[config.mk]
export PLATFORM = sky130hd
export DESIGN_NAME = facto_job_sequencer
export DESIGN_NICKNAME = d
export VERILOG_FILES = /design/src/rtl/facto_job_sequencer.sv
export SDC_FILE = /design/constraint.sdc
export NUM_CORES = 1
export LEC_CHECK = 0
export CAP_MARGIN = 30
export CORE_MARGIN = 2
export CORE_UTILIZATION = 45
export CTS_CLUSTER_SIZE = 12
export DETAILED_ROUTE_END_ITERATION = 10
export PLACE_DENSITY = 0.75
export SKIP_CTS_REPAIR_TIMING = 1
export SLEW_MARGIN = 10
export SYNTH_ARGS = -nofsm -noshare
export SYNTH_HDL_FRONTEND = slang
export SYNTH_SLANG_ARGS = --single-unit
[constraint.sdc]
create_clock -name clk -period 3.2 [get_ports clk]
set_input_delay 0.64 -clock clk [delete_from_list [all_inputs] [get_ports clk]]
set_output_delay 0.64 -clock clk [all_outputs]
set_load 0.005 [all_outputs]
[src/rtl/facto_job_sequencer.sv]
// ----------------------------------------------------------------------------
// facto_job_sequencer
//
// Front-end for the factorial core. Operand jobs arrive on a valid/ready
// stream and are buffered in a small FIFO. One job at a time is launched on
// the core through its start/done handshake, guarded by a range check on the
// operand and a watchdog timer. Each job produces exactly one tagged result
// on the output valid/ready stream, in acceptance order.
//
// Ports:
//   clk, rst_n        clock, asynchronous active-low reset
//   in_valid/in_ready producer handshake; in_x operand, in_tag job tag
//   out_valid/out_ready consumer handshake
//   out_result        factorial value (0 on error)
//   out_err           00 ok, 01 range reject, 10 timeout
//   out_tag           tag of the job being reported
//   core_start        one-cycle start pulse to the core
//   core_x            operand presented to the core
//   core_fi           core result
//   core_done         one-cycle completion pulse from the core
//   busy              FSM not idle or FIFO non-empty
//   fifo_level        FIFO occupancy
// ----------------------------------------------------------------------------
module facto_job_sequencer #(
   parameter int XW      = 4,
   parameter int FW      = 32,
   parameter int TW      = 4,
   parameter int DEPTH   = 4,
   parameter int MAX_X   = 12,
   parameter int TIMEOUT = 64
) (
   input  logic                     clk,
   input  logic                     rst_n,
   input  logic                     in_valid,
   output logic                     in_ready,
   input  logic [XW-1:0]            in_x,
   input  logic [TW-1:0]            in_tag,
   output logic                     out_valid,
   input  logic                     out_ready,
   output logic [FW-1:0]            out_result,
   output logic [1:0]               out_err,
   output logic [TW-1:0]            out_tag,
   output logic                     core_start,
   output logic [XW-1:0]            core_x,
   input  logic [FW-1:0]            core_fi,
   input  logic                     core_done,
   output logic                     busy,
   output logic [$clog2(DEPTH):0]   fifo_level
);

   localparam int PW  = (DEPTH > 1) ? $clog2(DEPTH) : 1;
   localparam int LW  = $clog2(DEPTH) + 1;
   localparam int TMW = $clog2(TIMEOUT);

   localparam logic [1:0] ERR_OK      = 2'b00;
   localparam logic [1:0] ERR_RANGE   = 2'b01;
   localparam logic [1:0] ERR_TIMEOUT = 2'b10;

   typedef enum logic [1:0] {
      ST_IDLE,
      ST_LAUNCH,
      ST_WAIT,
      ST_EMIT
   } state_t;

   state_t          state_q;

   logic [XW-1:0]   fifoX_q   [DEPTH];
   logic [TW-1:0]   fifoTag_q [DEPTH];
   logic [PW-1:0]   wrPtr_q;
   logic [PW-1:0]   rdPtr_q;
   logic [LW-1:0]   count_q;
   logic [LW-1:0]   count_d;

   logic [TW-1:0]   jobTag_q;
   logic [XW-1:0]   coreX_q;
   logic            coreStart_q;
   logic [TMW-1:0]  timer_q;
   logic            outValid_q;
   logic [FW-1:0]   outResult_q;
   logic [1:0]      outErr_q;
   logic [TW-1:0]   outTag_q;

   logic            push;
   logic            pop;
   logic [XW-1:0]   headX;
   logic [TW-1:0]   headTag;
   logic            headOutOfRange;

   // The FIFO only pops while the FSM is idle, so the head entry is consumed
   // in the same cycle the FSM latches it into the job registers.
   assign in_ready       = (count_q != LW'(DEPTH));
   assign push           = in_valid && in_ready;
   assign pop            = (state_q == ST_IDLE) && (count_q != '0);
   assign headX          = fifoX_q[rdPtr_q];
   assign headTag        = fifoTag_q[rdPtr_q];
   // Widen both sides so a MAX_X beyond the operand range still compares right.
   assign headOutOfRange = (32'(headX) > $unsigned(32'(MAX_X)));

   assign fifo_level = count_q;
   assign busy       = (state_q != ST_IDLE) || (count_q != '0);
   assign core_start = coreStart_q;
   assign core_x     = coreX_q;
   assign out_valid  = outValid_q;
   assign out_result = outResult_q;
   assign out_err    = outErr_q;
   assign out_tag    = outTag_q;

   // Occupancy next-state: a simultaneous push and pop leaves it unchanged.
   always_comb begin
      count_d = count_q;
      if (push && !pop) begin
         count_d = count_q + LW'(1);
      end else if (!push && pop) begin
         count_d = count_q - LW'(1);
      end
   end

   // FIFO payload storage; data needs no reset because occupancy gates use.
   always_ff @(posedge clk) begin
      if (push) begin
         fifoX_q[wrPtr_q]   <= in_x;
         fifoTag_q[wrPtr_q] <= in_tag;
      end
   end

   // FIFO pointers and occupancy; pointers wrap naturally at DEPTH.
   always_ff @(posedge clk or negedge rst_n) begin
      if (!rst_n) begin
         wrPtr_q <= '0;
         rdPtr_q <= '0;
         count_q <= '0;
      end else begin
         if (push) begin
            wrPtr_q <= wrPtr_q + PW'(1);
         end
         if (pop) begin
            rdPtr_q <= rdPtr_q + PW'(1);
         end
         count_q <= count_d;
      end
   end

   // Job sequencing FSM with registered core and result outputs.
   // core_done is only looked at in ST_WAIT, so stray pulses are ignored.
   always_ff @(posedge clk or negedge rst_n) begin
      if (!rst_n) begin
         state_q     <= ST_IDLE;
         jobTag_q    <= '0;
         coreX_q     <= '0;
         coreStart_q <= 1'b0;
         timer_q     <= '0;
         outValid_q  <= 1'b0;
         outResult_q <= '0;
         outErr_q    <= ERR_OK;
         outTag_q    <= '0;
      end else begin
         case (state_q)
            ST_IDLE: begin
               if (pop) begin
                  jobTag_q <= headTag;
                  coreX_q  <= headX;
                  if (headOutOfRange) begin
                     outResult_q <= '0;
                     outErr_q    <= ERR_RANGE;
                     outTag_q    <= headTag;
                     outValid_q  <= 1'b1;
                     state_q     <= ST_EMIT;
                  end else begin
                     coreStart_q <= 1'b1;
                     state_q     <= ST_LAUNCH;
                  end
               end
            end

            ST_LAUNCH: begin
               coreStart_q <= 1'b0;
               timer_q     <= '0;
               state_q     <= ST_WAIT;
            end

            // Done takes priority over an expiring watchdog in the same cycle.
            ST_WAIT: begin
               if (core_done) begin
                  outResult_q <= core_fi;
                  outErr_q    <= ERR_OK;
                  outTag_q    <= jobTag_q;
                  outValid_q  <= 1'b1;
                  state_q     <= ST_EMIT;
               end else if (timer_q == TMW'(TIMEOUT - 1)) begin
                  outResult_q <= '0;
                  outErr_q    <= ERR_TIMEOUT;
                  outTag_q    <= jobTag_q;
                  outValid_q  <= 1'b1;
                  state_q     <= ST_EMIT;
               end else begin
                  timer_q <= timer_q + TMW'(1);
               end
            end

            ST_EMIT: begin
               if (out_ready) begin
                  outValid_q <= 1'b0;
                  state_q    <= ST_IDLE;
               end
            end

            default: begin
               state_q <= ST_IDLE;
            end
         endcase
      end
   end

endmodule

### Word-level counts from Yosys, hierarchy flattened

Memory sizes are Yosys's and may differ from the RTL's.
Index checks and enable logic that the tools add are counted.

| storage, ports and cells | value |
|---|---|
| bits in registers | 63 |
| word-level logic and storage cells | 90 |
| bits in writable memories | 32 |
| memories | 2 |
| bits in latches | 0 |
| output and inout port bits | 49 |
| bits in read-only memories | 0 |
| input port bits | 45 |

Memories:

| name | words | width | read ports | clocked after memory_dff | wr ports | line | text |
|---|---|---|---|---|---|---|---|
| fifoTag_q | 4 | 4 | 1 | 0 | 1 | 69 | `logic [TW-1:0] fifoTag_q [DEPTH];` |
| fifoX_q | 4 | 4 | 1 | 0 | 1 | 68 | `logic [XW-1:0] fifoX_q [DEPTH];` |

| cells by class | value |
|---|---|
| multipliers | 0 |
| $lt $le $gt $ge | 1 |
| equal/unequal tests | 12 |
| bitwise logic cells | 0 |
| div/mod/pow operators | 0 |
| multiplexer cells | 37 |
| reduce and logical (&&, ||, !) cells | 21 |
| $add $sub $neg | 5 |
| shift operators | 0 |

Operators with widths:

| cell | count |
|---|---|
| $mux W32 | 4 |
| $pmux W32 S2 | 1 |
| $mux W2 | 9 |
| $mux W4 | 4 |
| $mux W6 | 2 |
| $ne A2 B2 Y1 const B | 6 |
| $pmux W6 S2 | 1 |
| $reduce_bool A2 Y1 | 5 |
| $mux W1 | 9 |
| $reduce_and A3 Y1 | 3 |
| $pmux W2 S4 | 1 |
| $pmux W4 S2 | 1 |
| $add A6 B1 Y6 const B | 1 |
| $eq A6 B6 Y1 const B | 1 |
| $mux W3 | 2 |
| $ne A3 B3 Y1 const B | 2 |
| $reduce_bool A3 Y1 | 2 |
| $reduce_and A5 Y1 | 1 |
| $add A2 B1 Y2 const B | 2 |
| $eq A2 B2 Y1 const B | 2 |
| $gt A4 B4 Y1 const B | 1 |
| $logic_and A1 B1 Y1 | 4 |
| $pmux W2 S2 | 1 |
| $reduce_and A4 Y1 | 1 |
| other kinds (9) | 10 |

### Depth between registers and ports, before layout

| depth | value |
|---|---|
| depth in word-level cells | 6 |
| gate-level depth with buffers | 13 |
| gate-level depth less buffers | 10 |

### Least setup slack after synthesis

Ideal clock, no wire load.

| timing | value |
|---|---|
| path type | register to register |
| start point | register state_q[0] |
| end point | register count_q[1], in the netlist fifo_level[1] |
| arrival time | 2481 ps |
| path slack | 595 ps |
| data required time | 3075 ps |
| setup time | 125 ps |
| buffers on the path | 3 |
| period minus slack after synthesis | 2605 ps |
| stages on the path, launching flop included | 12 |
| path through | dfrtp_1 inv_1 ha_1 clkbuf_1 nor2b_1 clkbuf_1 inv_2 clkbuf_1 ha_1 inv_1 fa_1 mux2_2 |

| on the way | value |
|---|---|
| longest elaborated chain between the ends | 5 |
| elaborated cells on any way between the ends | 7 |
| those cells by class | mux (1); reduce/logical (6) |

Ends and longest elaborated chain:

| item | line | text |
|---|---|---|
| start: declaration | 66 | `state_t state_q;` |
| start signal: assignment | 148 | `state_q <= ST_IDLE;` |
| start signal: assignment | 168 | `state_q <= ST_EMIT;` |
| start signal: assignment | 171 | `state_q <= ST_LAUNCH;` |
| $logic_not A2 Y1 | 94 | `assign pop = (state_q == ST_IDLE) && (count_q != '0);` |
| $logic_and A1 B1 Y1 | 94 |  |
| $logic_not A1 Y1 | 112 | `if (push && !pop) begin` |
| $logic_and A1 B1 Y1 | 112 |  |
| $mux W3 | 112 |  |
| named net count_d[1] | 73 | `logic [LW-1:0] count_d;` |
| end signal: assignment | 140 | `count_q <= count_d;` |
| end: declaration | 72 | `logic [LW-1:0] count_q;` |

The timed path passes the listed nets, and every way through them passes these cells.
A chain may end at the register's enable or synchronous reset.

### Worst setup path in the final report

| timing | value |
|---|---|
| start point | register state_q[1] |
| end point | output busy |

| on the way | value |
|---|---|
| longest elaborated chain between the ends | 2 |

Ends and longest elaborated chain:

| item | line | text |
|---|---|---|
| $reduce_bool A2 Y1 | 101 | `assign busy = (state_q != ST_IDLE) \|\| (count_q != '0);` |
| $logic_or A1 B1 Y1 | 101 |  |
| end: declaration | 47 | `output logic busy,` |

Every way passes these cells.

==> impl_metrics.py <==
metrics = {
    "setup_path": {
        "worst-endpoint-required_ns": 2.56,
        "crit_end": "busy",
        "critical_path_peak_fanout": 10,
        "max_stage_delay_ns": 0.45,
        "critPathLaunch": "state_q[1]",
        "criticalPathCategory": "flop to output pin",
        "r2r_slack_ns": 0.69,
        "start_kind": "flop",
        "rr_startpoint": "state_q[0]",
        "worstReg2RegEnd": "fifo_level[2]",
        "slowest_stage": "clkdlybuf4s50_1",
        "arrival_ns": 2.16,
        "crit_top_cell": "inv_1",
        "crit_family": "buffers and inverters",
        "worstPathCellList": "inv_1 -> ha_1 -> and2_1 -> inv_1 -> clkdlybuf4s50_1",
        "worstSetupPathDepth": 5,
        "crit_path_end_kind": "output pin",
        "rr_worst_depth": 11,
        "path_buf_inv": 3,
    },
    "synth": {
        "async_flop_share": 0.663,
        "synth-edff-count": 32,
        "avgSynthCellArea_sq_um": 14.3,
        "yosysMostFrequentCell": "dfrtp_1",
        "synth_area_leaders": "dfrtp_1, edfxtp_1, a22o_1",
        "synth_area_sq_um": 4010,
        "syn-instance-count": 280,
        "synth.distinct_cells": 40,
        "ys.warnings.count": 0,
        "post-synth-top-area-cell": "dfrtp_1",
        "yosys-top-cells-count": "dfrtp_1, a22o_1, edfxtp_1",
        "seq_area_frac_synth": 0.633,
        "syn_nets": 337,
        "ys_seq_elements": 95,
        "synth_top_area_frac": 0.393,
        "ys.flop_type": "dfrtp_1",
    },
    "detailed_routing": {
        "viasPerCell": 5.35,
        "drt_iter0_markers": 142,
        "vias": 2639,
        "ant_nets": 0,
        "wl_um": 8320,
        "wire_per_inst_um": 16.9,
        "drtPass1Iterations": 4,
        "drc": 0,
    },
    "power_and_ir_drop": {
        "cellPowerDensity_nw_per_um2": 948,
        "power.switching_uw": 1690,
        "combPwrFrac": 0.452,
        "p_int_uw": 3300,
        "p_leak_uw": 0.00216,
        "netSwitchingFraction": 0.338,
        "seqPwrFrac": 0.400,
        "vdd_drop_max_mv": 0.466,
        "pwr-share-clk": 0.148,
    },
    "hold_path": {
        "hp-class": "input port to asynchronous set/reset pin",
    },
    "timing": {
        "tns_ns": 0,
        "tightestPinTransition_ns": 0.575,
        "slew_violations": 0,
        "fin_crit_ns": 2.80,
        "rsz0062_at_grt": "no",
        "finalClockSkew_ns": 0.00893,
        "max_slew_margin": 0.607,
        "finalSetupViolCount": 0,
        "max_freq_mhz": 357,
        "whs_ns": 0.247,
        "finalCritPeriodShare": 0.875,
        "hold_viol": 0,
    },
    "placement": {
        "gp_congestion": 0.754,
        "hpwlAfterDp_um": 6060,
        "port_buffers": 93,
    },
    "clock_tree": {
        "insertion_delay_ns": 0.36,
        "clockBufferDepth": 2,
        "root_buffer": "clkbuf_8",
        "cts.clk_slew.worst_paths_ns": 0.09,
        "cts.htree.levels": 3,
        "cts_buffers": 9,
        "clock-sinks": 95,
        "cts_tree": "built",
    },
    "job": {
        "maxCapViolations": 0,
    },
    "global_routing": {
        "grt_pass1_wl_um": 13900,
        "grt_usage": 0.183,
        "overflow": 0,
        "grt_max_degree": 33,
        "grt_antenna_before_repair": 0,
        "grt_pass1_vias": 2762,
    },
    "outcome": {
        "outcome": "finished clean",
    },
    "die": {
        "io_pins": 94,
        "dieHeight_um": 98.4,
        "start_util": 0.462,
        "core_sq_um": 8680,
        "dieArea_sq_um": 9690,
        "die_w_um": 98.4,
        "rows": 34,
    },
    "layout": {
        "final_nets": 437,
        "num_antenna_cells": 0,
        "n_fill_cell": 696,
        "drive_above_1_share": 0.119,
        "final_util": 0.606,
        "area_delta_synth_final_pct": 31.1,
    },
}
## flip-flops by register name, indices dropped and copies added (netlist names)
register,count
out_result,32
fifoTag_q,16
fifoX_q,16
timer_q,6
core_x,4
jobTag_q,4
out_tag,4
fifo_level,3
out_err,2
rdPtr_q,2
state_q,2
wrPtr_q,2
core_start,1
out_valid,1
## power groups by stage
stage,logic [uW],registers [uW],clock network [uW]
after floorplan,1330,1980,0
after global placement,2190,2000,0
after detailed placement,2270,2010,0
after CTS,2280,2000,757
after global routing,2480,2060,808
final,2250,1990,737
## per-layer routing
metal / global-route usage / part of all wire
met1: 0.243 / 0.44
met2: 0.294 / 0.50
met4: 0.0717 / 0.016
met5: 0 / 0
met3: 0.0447 / 0.041
## placed cells by master (no fill, tap or decap), drive strengths merged, types with 2 or more instances in the layout
cell / instances
dfrtp: 63
a22o: 33
o21ai: 11
o22ai: 3
clkbuf: 11
nor2: 5
clkinv: 4
inv: 11
clkdlybuf4s50: 92
and3: 5
nor3: 2
nand3: 2
and2: 4
nand2: 19
a2111oi: 2
mux4: 4
xor2: 2
a21oi: 3
mux2: 15
edfxtp: 32
buf: 13
a211oi: 3
mux2i: 11
o211ai: 2
xnor2: 9
nor2b: 3
ha: 11
## final cells by class
class | instances | area [sq um] | share of cell area
flip-flops and latches | 95 | 2540 | 0.482
multi-input cells | 158 | 1340 | 0.254
clock buffers | 11 | 151 | 0.0288
inverters | 11 | 41.3 | 0.00785
well taps | 108 | 135 | 0.0257
clock inverters | 5 | 31.3 | 0.00595
repair buffers | 105 | 1030 | 0.196
## worst min-delay path by stage
stage,cells past startpoint,to,slack (ns),startpoint
after global routing,1,out_result[1],0.27,rst_n
after global placement,2,jobTag_q[1],0.46,jobTag_q[1]
final,1,out_result[1],0.25,rst_n
after detailed placement,2,jobTag_q[2],0.48,jobTag_q[2]
after CTS,1,out_result[1],0.26,rst_n
after floorplan,0,core_start,0.34,rst_n
## through the flow
stage / instances / worst slack [ns] / area [sq um] / total power (uW)
3_3_place_gp: 476 / 0.602 / 5060 / 4200
4_1_cts: 493 / 0.389 / 5260 / 5040
5_1_grt: 493 / 0.215 / 5260 / 5340
2_1_floorplan: 280 / 0.595 / 4010 / 3320
3_5_place_dp: 477 / 0.569 / 5080 / 4280
6_report: 493 / 0.400 / 5260 / 4990
## kinds of logic after synthesis
group / synth area share
AO/OA/AOI/OAI: 0.124
XOR/XNOR: 0.0240
adder cells (fa/ha/maj): 0.0393
buffers and inverters: 0.0365
flip-flops: 0.633
multiplexers: 0.0920
AND/OR/NAND/NOR: 0.0518
Power figures use the tool's default switching activity.
